===== src/rtl/multicycle_ctrl_pkg.sv =====
// -----------------------------------------------------------------------------
// multicycle_ctrl_pkg
// Shared constants for the RV32I multicycle control path: opcode values,
// ALU operation codes, immediate-format selects, FSM state encodings, and the
// packed bundle of control outputs driven toward the datapath.
// No ports (package).
// -----------------------------------------------------------------------------
package multicycle_ctrl_pkg;

   // Major opcodes handled by the core
   localparam logic [6:0] OP_R     = 7'b0110011;
   localparam logic [6:0] OP_I     = 7'b0010011;
   localparam logic [6:0] OP_LOAD  = 7'b0000011;
   localparam logic [6:0] OP_STORE = 7'b0100011;

   // funct3 of the only supported load/store width (word)
   localparam logic [2:0] F3_WORD  = 3'b010;

   // ALU operation codes
   localparam logic [3:0] ALU_ADD  = 4'b0000;
   localparam logic [3:0] ALU_SUB  = 4'b0001;
   localparam logic [3:0] ALU_AND  = 4'b0010;
   localparam logic [3:0] ALU_OR   = 4'b0011;
   localparam logic [3:0] ALU_XOR  = 4'b0100;
   localparam logic [3:0] ALU_SLL  = 4'b0101;
   localparam logic [3:0] ALU_SRL  = 4'b0110;
   localparam logic [3:0] ALU_SRA  = 4'b0111;
   localparam logic [3:0] ALU_SLT  = 4'b1000;
   localparam logic [3:0] ALU_SLTU = 4'b1001;

   // Immediate generator format selects
   localparam logic [2:0] IMM_I    = 3'b000;
   localparam logic [2:0] IMM_S    = 3'b001;

   // FSM state encodings
   localparam logic [3:0] ST_FETCH    = 4'd0;
   localparam logic [3:0] ST_DECODE   = 4'd1;
   localparam logic [3:0] ST_EXEC_R   = 4'd2;
   localparam logic [3:0] ST_EXEC_I   = 4'd3;
   localparam logic [3:0] ST_MEM_ADDR = 4'd4;
   localparam logic [3:0] ST_MEM_RD   = 4'd5;
   localparam logic [3:0] ST_MEM_WB   = 4'd6;
   localparam logic [3:0] ST_MEM_WR   = 4'd7;
   localparam logic [3:0] ST_ALU_WB   = 4'd8;
   localparam logic [3:0] ST_TRAP     = 4'd9;

   // Everything the controller drives toward the datapath, minus instret
   typedef struct packed {
      logic       pc_write;
      logic       ir_write;
      logic       mem_write;
      logic       mdr_write;
      logic       reg_write;
      logic [2:0] imm_ctrl;
      logic [3:0] alu_ctrl;
      logic       alu_in2_ctrl;
      logic       addrsrc_ctrl;
      logic       regwrite_ctrl;
      logic       illegal;
   } ctrl_out_t;

   // True for LW/SW: the only memory encodings the core accepts
   function automatic logic is_word_mem(input logic [6:0] opcode, input logic [2:0] funct3);
      return ((opcode == OP_LOAD) || (opcode == OP_STORE)) && (funct3 == F3_WORD);
   endfunction

endpackage


===== src/rtl/multicycle_ctrl_if.sv =====
// -----------------------------------------------------------------------------
// multicycle_ctrl_if
// Bundle between the instruction register / datapath and the control FSM.
//   opcode, funct3, funct7_5 : IR fields (driven by the IR side)
//   pc_write .. illegal      : strobes and selects (driven by the controller)
//   instret                  : retired-instruction count
// Modports: master = IR/datapath side, slave = controller.
// -----------------------------------------------------------------------------
interface multicycle_ctrl_if #(
   parameter int INSTRET_W = 32
);
   logic [6:0]           opcode;
   logic [2:0]           funct3;
   logic                 funct7_5;
   logic                 pc_write;
   logic                 ir_write;
   logic                 mem_write;
   logic                 mdr_write;
   logic                 reg_write;
   logic [2:0]           imm_ctrl;
   logic [3:0]           alu_ctrl;
   logic                 alu_in2_ctrl;
   logic                 addrsrc_ctrl;
   logic                 regwrite_ctrl;
   logic                 illegal;
   logic [INSTRET_W-1:0] instret;

   modport master (
      output opcode, funct3, funct7_5,
      input  pc_write, ir_write, mem_write, mdr_write, reg_write,
      input  imm_ctrl, alu_ctrl, alu_in2_ctrl, addrsrc_ctrl, regwrite_ctrl,
      input  illegal, instret
   );

   modport slave (
      input  opcode, funct3, funct7_5,
      output pc_write, ir_write, mem_write, mdr_write, reg_write,
      output imm_ctrl, alu_ctrl, alu_in2_ctrl, addrsrc_ctrl, regwrite_ctrl,
      output illegal, instret
   );
endinterface


===== src/rtl/multicycle_ctrl_alu_decoder.sv =====
// -----------------------------------------------------------------------------
// multicycle_ctrl_alu_decoder
// Combinational ALU-operation decode for R-type and I-type ALU instructions.
//   is_itype  in  1 : 1 for OP-IMM, 0 for OP
//   funct3    in  3 : IR[14:12]
//   funct7_5  in  1 : IR[30]
//   alu_ctrl  out 4 : ALU operation code
//   legal     out 1 : encoding is a supported instruction
// -----------------------------------------------------------------------------
module multicycle_ctrl_alu_decoder
   import multicycle_ctrl_pkg::*;
(
   input  logic       is_itype,
   input  logic [2:0] funct3,
   input  logic       funct7_5,
   output logic [3:0] alu_ctrl,
   output logic       legal
);

   // IR[30] is an opcode-extension bit for R-type, but only a shift-type
   // selector (srai) or a plain immediate bit for I-type.
   always_comb begin
      alu_ctrl = ALU_ADD;
      legal    = 1'b1;
      case (funct3)
         3'b000: begin
            if (!is_itype && funct7_5) begin
               alu_ctrl = ALU_SUB;
            end else begin
               alu_ctrl = ALU_ADD;
            end
         end
         3'b001: begin
            alu_ctrl = ALU_SLL;
            legal    = ~funct7_5;
         end
         3'b010: begin
            alu_ctrl = ALU_SLT;
            legal    = is_itype | ~funct7_5;
         end
         3'b011: begin
            alu_ctrl = ALU_SLTU;
            legal    = is_itype | ~funct7_5;
         end
         3'b100: begin
            alu_ctrl = ALU_XOR;
            legal    = is_itype | ~funct7_5;
         end
         3'b101: begin
            if (funct7_5) begin
               alu_ctrl = ALU_SRA;
            end else begin
               alu_ctrl = ALU_SRL;
            end
         end
         3'b110: begin
            alu_ctrl = ALU_OR;
            legal    = is_itype | ~funct7_5;
         end
         3'b111: begin
            alu_ctrl = ALU_AND;
            legal    = is_itype | ~funct7_5;
         end
         default: begin
            alu_ctrl = ALU_ADD;
            legal    = 1'b0;
         end
      endcase
   end

endmodule


===== src/rtl/multicycle_ctrl.sv =====
// -----------------------------------------------------------------------------
// multicycle_ctrl
// Main control FSM of the RV32I multicycle core. Sequences FETCH, DECODE,
// EXECUTE, memory and write-back steps for R-type ALU, I-type ALU, LW and SW,
// traps (or skips) every other encoding, and counts retired instructions.
//   clk  in : rising-edge clock
//   rst  in : synchronous active-high reset; forces every output to 0
//   bus     : multicycle_ctrl_if.slave (IR fields in, strobes/selects out)
// Parameters:
//   TRAP_ON_ILLEGAL : 1 = illegal encoding parks in TRAP, 0 = treated as NOP
//   INSTRET_W       : width of the retired-instruction counter
// -----------------------------------------------------------------------------
module multicycle_ctrl
   import multicycle_ctrl_pkg::*;
#(
   parameter int TRAP_ON_ILLEGAL = 1,
   parameter int INSTRET_W       = 32
) (
   input  logic              clk,
   input  logic              rst,
   multicycle_ctrl_if.slave  bus
);

   logic [3:0]           state_r;
   logic [3:0]           next_s;
   logic [3:0]           dec_alu_s;
   logic                 dec_legal_s;
   logic                 is_itype_s;
   logic [2:0]           mem_imm_s;
   logic                 retire_s;
   ctrl_out_t            out_s;
   ctrl_out_t            out_gated_s;
   logic [INSTRET_W-1:0] instret_r;

   assign is_itype_s = (bus.opcode == OP_I);
   assign mem_imm_s  = (bus.opcode == OP_STORE) ? IMM_S : IMM_I;
   assign retire_s   = (state_r == ST_ALU_WB) || (state_r == ST_MEM_WB) || (state_r == ST_MEM_WR);

   multicycle_ctrl_alu_decoder u_alu_decoder (
      .is_itype (is_itype_s),
      .funct3   (bus.funct3),
      .funct7_5 (bus.funct7_5),
      .alu_ctrl (dec_alu_s),
      .legal    (dec_legal_s)
   );

   // State register
   always_ff @(posedge clk) begin
      if (rst) begin
         state_r <= ST_FETCH;
      end else begin
         state_r <= next_s;
      end
   end

   // Next-state logic; IR fields are stable from DECODE until the next FETCH
   always_comb begin
      next_s = state_r;
      case (state_r)
         ST_FETCH:    next_s = ST_DECODE;
         ST_DECODE: begin
            if ((bus.opcode == OP_R) && dec_legal_s) begin
               next_s = ST_EXEC_R;
            end else if ((bus.opcode == OP_I) && dec_legal_s) begin
               next_s = ST_EXEC_I;
            end else if (is_word_mem(bus.opcode, bus.funct3)) begin
               next_s = ST_MEM_ADDR;
            end else if (TRAP_ON_ILLEGAL != 0) begin
               next_s = ST_TRAP;
            end else begin
               next_s = ST_FETCH;
            end
         end
         ST_EXEC_R:   next_s = ST_ALU_WB;
         ST_EXEC_I:   next_s = ST_ALU_WB;
         ST_ALU_WB:   next_s = ST_FETCH;
         ST_MEM_ADDR: begin
            if (bus.opcode == OP_LOAD) begin
               next_s = ST_MEM_RD;
            end else begin
               next_s = ST_MEM_WR;
            end
         end
         ST_MEM_RD:   next_s = ST_MEM_WB;
         ST_MEM_WB:   next_s = ST_FETCH;
         ST_MEM_WR:   next_s = ST_FETCH;
         ST_TRAP:     next_s = ST_TRAP;
         default:     next_s = ST_FETCH;
      endcase
   end

   // Moore output decode; selects are held from EXEC/MEM_ADDR into the
   // following cycle so the datapath sees a stable ALU result.
   always_comb begin
      out_s = '0;
      case (state_r)
         ST_FETCH: begin
            out_s.pc_write = 1'b1;
            out_s.ir_write = 1'b1;
         end
         ST_DECODE: begin
            out_s = '0;
         end
         ST_EXEC_R: begin
            out_s.alu_ctrl = dec_alu_s;
         end
         ST_EXEC_I: begin
            out_s.alu_ctrl     = dec_alu_s;
            out_s.alu_in2_ctrl = 1'b1;
            out_s.imm_ctrl     = IMM_I;
         end
         ST_ALU_WB: begin
            out_s.reg_write = 1'b1;
            out_s.alu_ctrl  = dec_alu_s;
            if (is_itype_s) begin
               out_s.alu_in2_ctrl = 1'b1;
               out_s.imm_ctrl     = IMM_I;
            end else begin
               out_s.alu_in2_ctrl = 1'b0;
               out_s.imm_ctrl     = IMM_I;
            end
         end
         ST_MEM_ADDR: begin
            out_s.alu_ctrl     = ALU_ADD;
            out_s.alu_in2_ctrl = 1'b1;
            out_s.imm_ctrl     = mem_imm_s;
         end
         ST_MEM_RD: begin
            out_s.alu_ctrl     = ALU_ADD;
            out_s.alu_in2_ctrl = 1'b1;
            out_s.imm_ctrl     = mem_imm_s;
            out_s.addrsrc_ctrl = 1'b1;
            out_s.mdr_write    = 1'b1;
         end
         ST_MEM_WB: begin
            out_s.reg_write     = 1'b1;
            out_s.regwrite_ctrl = 1'b1;
         end
         ST_MEM_WR: begin
            out_s.alu_ctrl     = ALU_ADD;
            out_s.alu_in2_ctrl = 1'b1;
            out_s.imm_ctrl     = mem_imm_s;
            out_s.addrsrc_ctrl = 1'b1;
            out_s.mem_write    = 1'b1;
         end
         ST_TRAP: begin
            out_s.illegal = 1'b1;
         end
         default: begin
            out_s = '0;
         end
      endcase
   end

   // Retired-instruction counter; TRAP and NOP-skipped encodings never retire
   always_ff @(posedge clk) begin
      if (rst) begin
         instret_r <= '0;
      end else if (retire_s) begin
         instret_r <= instret_r + {{(INSTRET_W-1){1'b0}}, 1'b1};
      end else begin
         instret_r <= instret_r;
      end
   end

   // rst blanks the outputs immediately so a mid-instruction reset never
   // leaks a partial strobe in the cycle it is asserted.
   assign out_gated_s       = rst ? '0 : out_s;
   assign bus.pc_write      = out_gated_s.pc_write;
   assign bus.ir_write      = out_gated_s.ir_write;
   assign bus.mem_write     = out_gated_s.mem_write;
   assign bus.mdr_write     = out_gated_s.mdr_write;
   assign bus.reg_write     = out_gated_s.reg_write;
   assign bus.imm_ctrl      = out_gated_s.imm_ctrl;
   assign bus.alu_ctrl      = out_gated_s.alu_ctrl;
   assign bus.alu_in2_ctrl  = out_gated_s.alu_in2_ctrl;
   assign bus.addrsrc_ctrl  = out_gated_s.addrsrc_ctrl;
   assign bus.regwrite_ctrl = out_gated_s.regwrite_ctrl;
   assign bus.illegal       = out_gated_s.illegal;
   assign bus.instret       = rst ? '0 : instret_r;

endmodule

===== src/flat_wrapper.sv =====
// flat-port wrapper written by rule: the top's interface ports become plain ports
module multicycle_ctrl_flat import multicycle_ctrl_pkg::*;
#(
   parameter int TRAP_ON_ILLEGAL = 1,
   parameter int INSTRET_W       = 32
)
  (clk, rst, bus_opcode, bus_funct3, bus_funct7_5, bus_pc_write, bus_ir_write, bus_mem_write, bus_mdr_write, bus_reg_write, bus_imm_ctrl, bus_alu_ctrl, bus_alu_in2_ctrl, bus_addrsrc_ctrl, bus_regwrite_ctrl, bus_illegal, bus_instret);
  multicycle_ctrl_if #(.INSTRET_W(INSTRET_W)) bus_i ();
  input  logic clk;
  input  logic rst;
  input wire logic [$bits(bus_i.opcode)-1:0] bus_opcode;
  input wire logic [$bits(bus_i.funct3)-1:0] bus_funct3;
  input wire logic [$bits(bus_i.funct7_5)-1:0] bus_funct7_5;
  output wire logic [$bits(bus_i.pc_write)-1:0] bus_pc_write;
  output wire logic [$bits(bus_i.ir_write)-1:0] bus_ir_write;
  output wire logic [$bits(bus_i.mem_write)-1:0] bus_mem_write;
  output wire logic [$bits(bus_i.mdr_write)-1:0] bus_mdr_write;
  output wire logic [$bits(bus_i.reg_write)-1:0] bus_reg_write;
  output wire logic [$bits(bus_i.imm_ctrl)-1:0] bus_imm_ctrl;
  output wire logic [$bits(bus_i.alu_ctrl)-1:0] bus_alu_ctrl;
  output wire logic [$bits(bus_i.alu_in2_ctrl)-1:0] bus_alu_in2_ctrl;
  output wire logic [$bits(bus_i.addrsrc_ctrl)-1:0] bus_addrsrc_ctrl;
  output wire logic [$bits(bus_i.regwrite_ctrl)-1:0] bus_regwrite_ctrl;
  output wire logic [$bits(bus_i.illegal)-1:0] bus_illegal;
  output wire logic [$bits(bus_i.instret)-1:0] bus_instret;
  assign bus_i.opcode = bus_opcode;
  assign bus_i.funct3 = bus_funct3;
  assign bus_i.funct7_5 = bus_funct7_5;
  assign bus_pc_write = bus_i.pc_write;
  assign bus_ir_write = bus_i.ir_write;
  assign bus_mem_write = bus_i.mem_write;
  assign bus_mdr_write = bus_i.mdr_write;
  assign bus_reg_write = bus_i.reg_write;
  assign bus_imm_ctrl = bus_i.imm_ctrl;
  assign bus_alu_ctrl = bus_i.alu_ctrl;
  assign bus_alu_in2_ctrl = bus_i.alu_in2_ctrl;
  assign bus_addrsrc_ctrl = bus_i.addrsrc_ctrl;
  assign bus_regwrite_ctrl = bus_i.regwrite_ctrl;
  assign bus_illegal = bus_i.illegal;
  assign bus_instret = bus_i.instret;
  multicycle_ctrl #(.TRAP_ON_ILLEGAL(TRAP_ON_ILLEGAL), .INSTRET_W(INSTRET_W)) u_core (.clk(clk), .rst(rst), .bus(bus_i));
endmodule

===== config.mk =====
export PLATFORM = sky130hd
export DESIGN_NAME = multicycle_ctrl_flat
export DESIGN_NICKNAME = d
export VERILOG_FILES = /design/src/rtl/multicycle_ctrl_pkg.sv /design/src/rtl/multicycle_ctrl_if.sv /design/src/rtl/multicycle_ctrl_alu_decoder.sv /design/src/rtl/multicycle_ctrl.sv /design/src/flat_wrapper.sv
export SDC_FILE = /design/constraint.sdc
export NUM_CORES = 1
export LEC_CHECK = 0
export CAP_MARGIN = 10
export CORE_MARGIN = 10
export CORE_UTILIZATION = 24
export DETAILED_ROUTE_END_ITERATION = 8
export MAX_ROUTING_LAYER = met4
export PLACE_DENSITY = 0.42
export SLEW_MARGIN = 20
export SYNTH_ARGS = -nofsm -noshare
export SYNTH_HDL_FRONTEND = slang
export SYNTH_SLANG_ARGS = --single-unit

===== constraint.sdc =====
create_clock -name clk -period 2.5 [get_ports clk]
set_input_delay 0.625 -clock clk [delete_from_list [all_inputs] [get_ports clk]]
set_output_delay 0.625 -clock clk [all_outputs]
set_load 0.02 [all_outputs]

==> metrics.yaml, run 1 <==
power_and_ir_drop:
  peakVddDrop_uv: 200
  power_density_mw_per_mm2: 380
  power_mw: 1.24
  p_leak_nw: 1.69
global_routing:
  grt_pass1_vias: 2149
  grt_overflow: 0
  grt_use_total: 0.0999
  grt_pass1_wl_um: 10800
  grt_max_degree: 45
  antenna_found_initial: 0
place:
  placedInstanceArea_sq_mm: 0.00309
  dp_hpwl_um: 4900
  gp_congestion: 0.773
  numPlacedInstances: 464
  port_buffers: 58
  pre_cts_ws_ns: -0.908
clock_network:
  cts_num_sinks: 36
  cts_tree: "built"
  path_clk_slew_ns: 0.08
  clockRootBuffer: "clkbuf_8"
  clk_path_buf_depth: 2
  postCtsHoldBufs: 0
  htree_levels: 2
  cts_buffers: 5
  clk_latency_ns: 0.29
sta:
  rsz0062_at_grt: "true"
  final_max_slew_viol_count: 0
  min_period_ns: 2.70
  hold_slack_ns: 0.485
  fin_worst_skew_ns: 0.00825
  fmax_ghz: 0.370
  fin_crit_sh: 1.08
  hold_violations: 0
  setup_violations: 2
  setup_ws_ns: -0.203
routing:
  avgRoutedWirePerCell_um: 13.6
  vias_per_cell: 4.65
  route.detailed.drc: 0
  totalWireLength_um: 6450
  drtAntennaViolNets: 0
  via_count: 2201
  drt_pass1_iterations: 5
  drt_iter0_markers: 76
logic_synthesis:
  synth_edf_count: 0
  ys_warn_count: 0
  async_flop_share: 0
  synth.distinct_cells: 45
  synthFlopType: "dfxtp_1"
  synth-seq-cells: 36
  synth_compound_area_frac: 0.126
  synthXorXnorAreaFrac: 0.0716
  yosys.area_share.simple: 0.386
  synthAdderAreaFrac: 0.00569
  syn_inst: 283
  ys_seq_area_frac: 0.327
  synth_top_family_by_area: "simple AND/OR/NAND/NOR gates"
  yosysMostFrequentCell: "nor2_1"
  synth_mux_area_frac: 0.0296
  syn_area_sq_mm: 0.00220
  synthTopCellsByArea: "dfxtp_1, nor2b_1, nor2_1"
  synth.largest_area_cell: "dfxtp_1"
  synth_top_cell_area_share: 0.327
  synthTopCellsByCount: "nor2_1, dfxtp_1, nor2b_1"
  syn_area_per_cell_sq_um: 7.78
critical_path:
  worstSetupStartpointType: "primary input"
  cp_cell_sequence: "buf_6, or4_4, or3_1, a222oi_1, nor2_1, buf_4"
  crit_buf_inv: 2
  crit_fanout: 2
  critPathTopFamily: "simple AND/OR/NAND/NOR gates"
  cp-end-kind: "output port"
  critPathKind: "in -> out"
  slowest_stage: "or4_4"
  worstPathRequired_ns: 1.88
  worst_path_largest_cell_delay_ns: 0.52
  arrival_ns: 2.08
layout:
  antenna_cells: 0
  stdcell_area_sq_mm: 0.00327
  drive_above_1_share: 0.186
  register_area_sq_um: 721
  instances_no_fill: 473
  synthToLayoutAreaGrowth_pct: 48.7
  final_nets: 378
  multi_input_area_sq_mm: 0.00142
  n_fill_cell: 931
floorplanning:
  rows: 34
  start_util: 0.250
  ios: 61
  coreArea_sq_mm: 0.00881
  die_h_um: 116
  die_w_um: 116
  die_area_sq_mm: 0.0134
run:
  cap_violations: 0
hold_path:
  hold_class: "reg -> reg"
status:
  status: "finished with violations"
  violations: "setup timing"
through the flow:
| stage | setup TNS, ns | utilization |
|---|---|---|
| 2_1_floorplan | -0.0200 | - |
| 3_3_place_gp | -4.31 | 0.350 |
| 3_5_place_dp | -4.23 | 0.350 |
| 4_1_cts | -0.337 | 0.360 |
| 5_1_grt | -0.410 | 0.372 |
| 6_report | -0.283 | 0.372 |
worst paths after layout:
path	startpoint	to	slack, ns	depth (start not counted)
max reg2reg	u_core.state_r[1]	u_core.instret_r[24]	0.18	6
min reg2reg	u_core.instret_r[31]	u_core.instret_r[31]	0.48	2
max	bus_opcode[6]	bus_alu_ctrl[0]	-0.20	6
min	u_core.instret_r[31]	u_core.instret_r[31]	0.48	2
worst min-delay path, delay by kind of cell, from the launching register on:
family,cells,cell delay [ns]
flip-flops,1,0.32
AO/OA/AOI/OAI,2,0.13
flip-flops by register name, summed over array words and instances (netlist names):
signal,cells
u_core.state_r,4
u_core.instret_r,32
report_power, final:
group	switching (mW)	internal (mW)
registers	0.00279	0.577
clock network	0.220	0.295
logic	0.0798	0.0679
total	0.303	0.940
cell type report:
cell class,instances,area share
clock buffers,5,0.0210
clock inverters,3,0.0130
inverters,7,0.00803
multi-input cells,223,0.433
flip-flops and latches,36,0.220
well taps,108,0.0413
repair buffers,91,0.264
metal layers:
layer | vias up | wire (um) | GRT usage
li1 | 1140 | - | -
met1 | 1018 | 3160 | 0.137
met2 | 39 | 2980 | 0.144
met3 | 4 | 269 | 0.0253
met4 | 0 | 42 | 0.0225
met5 | - | 0 | -
logic make-up after synthesis:
family	Yosys count
multiplexers	6
AND/OR/NAND/NOR	154
flip-flops	36
other	1
adder cells (fa/ha/maj)	1
AO/OA/AOI/OAI	42
XOR/XNOR	18
buffers and inverters	25
layout by cell type, fill, tap and decap left out, types with 2 or more instances in the layout:
| master | synthesis | final |
|---|---|---|
| a211o_1 | 3 | 3 |
| a211oi_1 | 4 | 4 |
| a21oi_1 | 12 | 12 |
| a21oi_4 | 2 | 2 |
| and2_1 | 2 | 2 |
| and3_1 | 3 | 3 |
| and4_1 | 4 | 4 |
| buf_2 | 1 | 3 |
| buf_4 | 3 | 34 |
| buf_6 | 1 | 4 |
| clkbuf_2 | 1 | 2 |
| clkbuf_8 | 0 | 5 |
| clkdlybuf4s50_1 | 0 | 9 |
| conb_1 | 1 | 2 |
| dfxtp_1 | 36 | 36 |
| dlygate4sd2_1 | 0 | 12 |
| dlymetal6s2s_1 | 0 | 25 |
| inv_1 | 7 | 6 |
| mux2_2 | 4 | 4 |
| mux2i_1 | 2 | 2 |
| nand2_1 | 15 | 14 |
| nand2b_1 | 6 | 6 |
| nand3_1 | 13 | 13 |
| nand3b_1 | 2 | 2 |
| nand4_1 | 10 | 10 |
| nor2_1 | 42 | 41 |
| nor2b_1 | 32 | 32 |
| nor3_1 | 6 | 6 |
| o21ai_0 | 15 | 15 |
| or3_1 | 7 | 7 |
| or4_1 | 3 | 3 |
| xnor2_1 | 2 | 2 |
| xor2_1 | 16 | 16 |
timing repair:
item,4_1_cts,5_1_grt
endpoints found under the setup margin,20,29
endpoints found under the hold margin,0,0
setup buffers,0,1
gates resized for setup,52,40
pin swaps,5,7
Power figures use the tool's default switching activity.
==> run 2, diff against run 1 <==
- CTS_BUF_LIST: unset -> sky130_fd_sc_hd__clkbuf_16
- GPL_TIMING_DRIVEN: unset -> 0
==> run 2 against run 1 <==
Against the previous run: the flow still finishes with violations (setup timing); register-to-register slack barely moved; setup slack worse by 0.078 ns; die area did not move; critical path depth stayed put; count of clock-buffer cells in the layout unchanged; final area is 1.4% lower; sequential power about the same; power rose by 31%; critical path type unchanged; largest cell class unchanged; highest routed layer unchanged.
==> metrics.yaml, run 2 (synthesized netlist as in run 1, its figures left out) <==
status:
  status: "finished with violations"
  violations: "setup timing"
floorplanning:
  start_util: 0.250  # unchanged
  rows: 34  # unchanged
  die_h_um: 116  # unchanged
  coreArea_sq_mm: 0.00881  # unchanged
  die_w_um: 116  # unchanged
  ios: 61  # unchanged
  die_area_sq_mm: 0.0134  # unchanged
clock_network:
  clockRootBuffer: "clkbuf_16"
  clk_latency_ns: 0.28  # about the same
  postCtsHoldBufs: 0  # unchanged
  htree_levels: 2  # unchanged
  path_clk_slew_ns: 0.06  # -0.02 ns
  cts_buffers: 5  # unchanged
  clk_path_buf_depth: 2  # unchanged
  cts_tree: "built"
  cts_num_sinks: 36  # unchanged
sta:
  min_period_ns: 2.78  # +0.0782 ns
  fin_crit_sh: 1.11  # +0.0313
  final_max_slew_viol_count: 0  # unchanged
  fin_worst_skew_ns: 0.00622  # -0.00202 ns
  hold_slack_ns: 0.492  # +0.00767 ns
  fmax_ghz: 0.360  # -2.8%
  setup_violations: 3  # +1
  tightest_slew_ns: 0.501
  setup_ws_ns: -0.281  # -0.0782 ns
  setup_tns_ns: -0.582  # -0.299 ns
  hold_violations: 0  # unchanged
  rsz0062_at_grt: "true"
  slew_headroom: 0.666
place:
  numPlacedInstances: 449  # -3.2%
  port_buffers: 57  # -1.7%
  gp_congestion: 0.725  # -6.2%
  placedInstanceArea_sq_mm: 0.00292  # -5.5%
  dp_hpwl_um: 4970  # +1.4%
critical_path:
  cp-end-kind: "output port"
  crit_fanout: 2  # unchanged
  worstSetupStartpointType: "primary input"
  arrival_ns: 2.16  # +0.08 ns
  slowest_stage: "or4_4"
  critPathKind: "in -> out"
  worstPathRequired_ns: 1.88  # about the same
  worst_path_largest_cell_delay_ns: 0.54  # +0.02 ns
  cp_cell_sequence: "buf_6, or4_4, or3_4, a222oi_1, nor2_1, buf_4"
layout:
  final_common_cell: "nor2_1"
  regMostFlops: "u_core.instret_r"
  top_regs: "u_core.instret_r: 32 flops, u_core.state_r: 4 flops"
  largest_reg_flops: 32  # unchanged
  instances_no_fill: 460  # -2.7%
  final_cell_mix: "nor2_1, dfxtp_1, nor2b_1"
  stdcell_area_sq_mm: 0.00323  # -1.4%
  drive_above_1_share: 0.145  # -0.0414
  final_nets: 365  # -3.4%
  n_fill_cell: 936  # +0.54%
  synthToLayoutAreaGrowth_pct: 46.6
  final_core_util: 0.366  # -0.00526
  antenna_cells: 0  # unchanged
global_routing:
  grt_pass1_vias: 2234  # +4.0%
  antenna_found_initial: 0  # unchanged
  grt_overflow: 0  # unchanged
  grt_pass1_wl_um: 11100  # +2.6%
  grt_use_total: 0.105  # +0.00479
  grt_max_degree: 13  # -71%
hold_path:
  hold_class: "reg -> reg"
routing:
  via_count: 2171  # -1.4%
  drt_pass1_iterations: 4  # -1
  totalWireLength_um: 6600  # +2.2%
  route.detailed.drc: 0  # unchanged
  avgRoutedWirePerCell_um: 14.3  # +5.1%
  vias_per_cell: 4.72  # +1.4%
  drtAntennaViolNets: 0  # unchanged
  drt_iter0_markers: 201  # +160%
power_and_ir_drop:
  seqPwrFrac: 0.357  # -0.109
  p_leak_nw: 1.49  # -12%
  peakVddDrop_uv: 337  # +69%
  power_density_mw_per_mm2: 504  # +33%
  p_int_mw: 1.30  # +39%
  power_frac_clock: 0.563  # +0.148
  swShare: 0.197  # -0.0462
  combPwrFrac: 0.080  # -0.039
  switchingPower_mw: 0.321  # +5.9%
run:
  cap_violations: 0  # unchanged
-- run 2: cell types whose count changed in the layout (fill, tap and decap cells not counted), sizes merged --
| cell | delta |
|---|---|
| clkdlybuf4s50 | +13 |
| dlymetal6s2s | -9 |
| clkbuf | +11 |
| buf | -25 |
| bufinv | +2 |
| dlygate4sd2 | -4 |
| clkinv | -1 |
| dlygate4sd1 | +1 |
| clkinvlp | -1 |
-- run 2: worst paths after layout --
kind,slack (ns),depth (start not counted),end,start
min,0.49,2,u_core.instret_r[31],u_core.instret_r[31]
max reg2reg,0.19,7,u_core.instret_r[24],u_core.state_r[2]
max,-0.28,6,bus_alu_ctrl[0],bus_opcode[6]
min reg2reg,0.49,2,u_core.instret_r[31],u_core.instret_r[31]
-- run 2: worst max-delay path: cells and delay by family --
family | cells | cell delay (ns)
simple gates | 3 | 0.96
compound gates | 1 | 0.32
buf+inv | 2 | 0.25
-- run 2: what timing repair did --
action | in CTS | in global routing
setup buffers | 4 | 0
setup endpoints to repair | 41 | 33
endpoints found under the hold margin | 0 | 0
pin swaps | 7 | 4
resized for setup | 60 | 32
-- run 2: routing by layer --
metal	track usage	up-vias	wire length (um)
li1	-	1119	-
met1	0.129	998	3180
met2	0.165	48	3030
met3	0.0253	6	304
met4	0.0350	0	79
met5	-	-	0
-- run 2: cell type report --
cell class                      count  area (sq um)  share of cell area
Buffer                             17           109              0.0337
Clock buffer                        5           125              0.0388
Clock inverter                      3          90.1              0.0279
Inverter                            7          26.3             0.00815
Multi-Input combinational cell    223          1410               0.436
Sequential cell                    36           721               0.223
Tap cell                          108           135              0.0419
Timing Repair Buffer               61           612               0.190
-- run 2: power groups by stage --
| stage | sequential, mW | combinational, mW | clock [mW] |
|---|---|---|---|
| after floorplan | 0.592 | 0.0747 | 0 |
| after global placement | 0.594 | 0.129 | 0 |
| after detailed placement | 0.593 | 0.127 | 0 |
| after CTS | 0.581 | 0.129 | 0.935 |
| after global routing | 0.581 | 0.145 | 0.966 |
| final | 0.581 | 0.130 | 0.914 |
-- run 2: metrics by stage --
step / power (mW) / setup WS (ns)
finish: 1.62 / -0.281
global route: 1.69 / -0.329
global placement: 0.722 / -1.05
CTS: 1.65 / -0.367
detailed placement: 0.720 / -1.02
floorplan: 0.667 / -0.0200
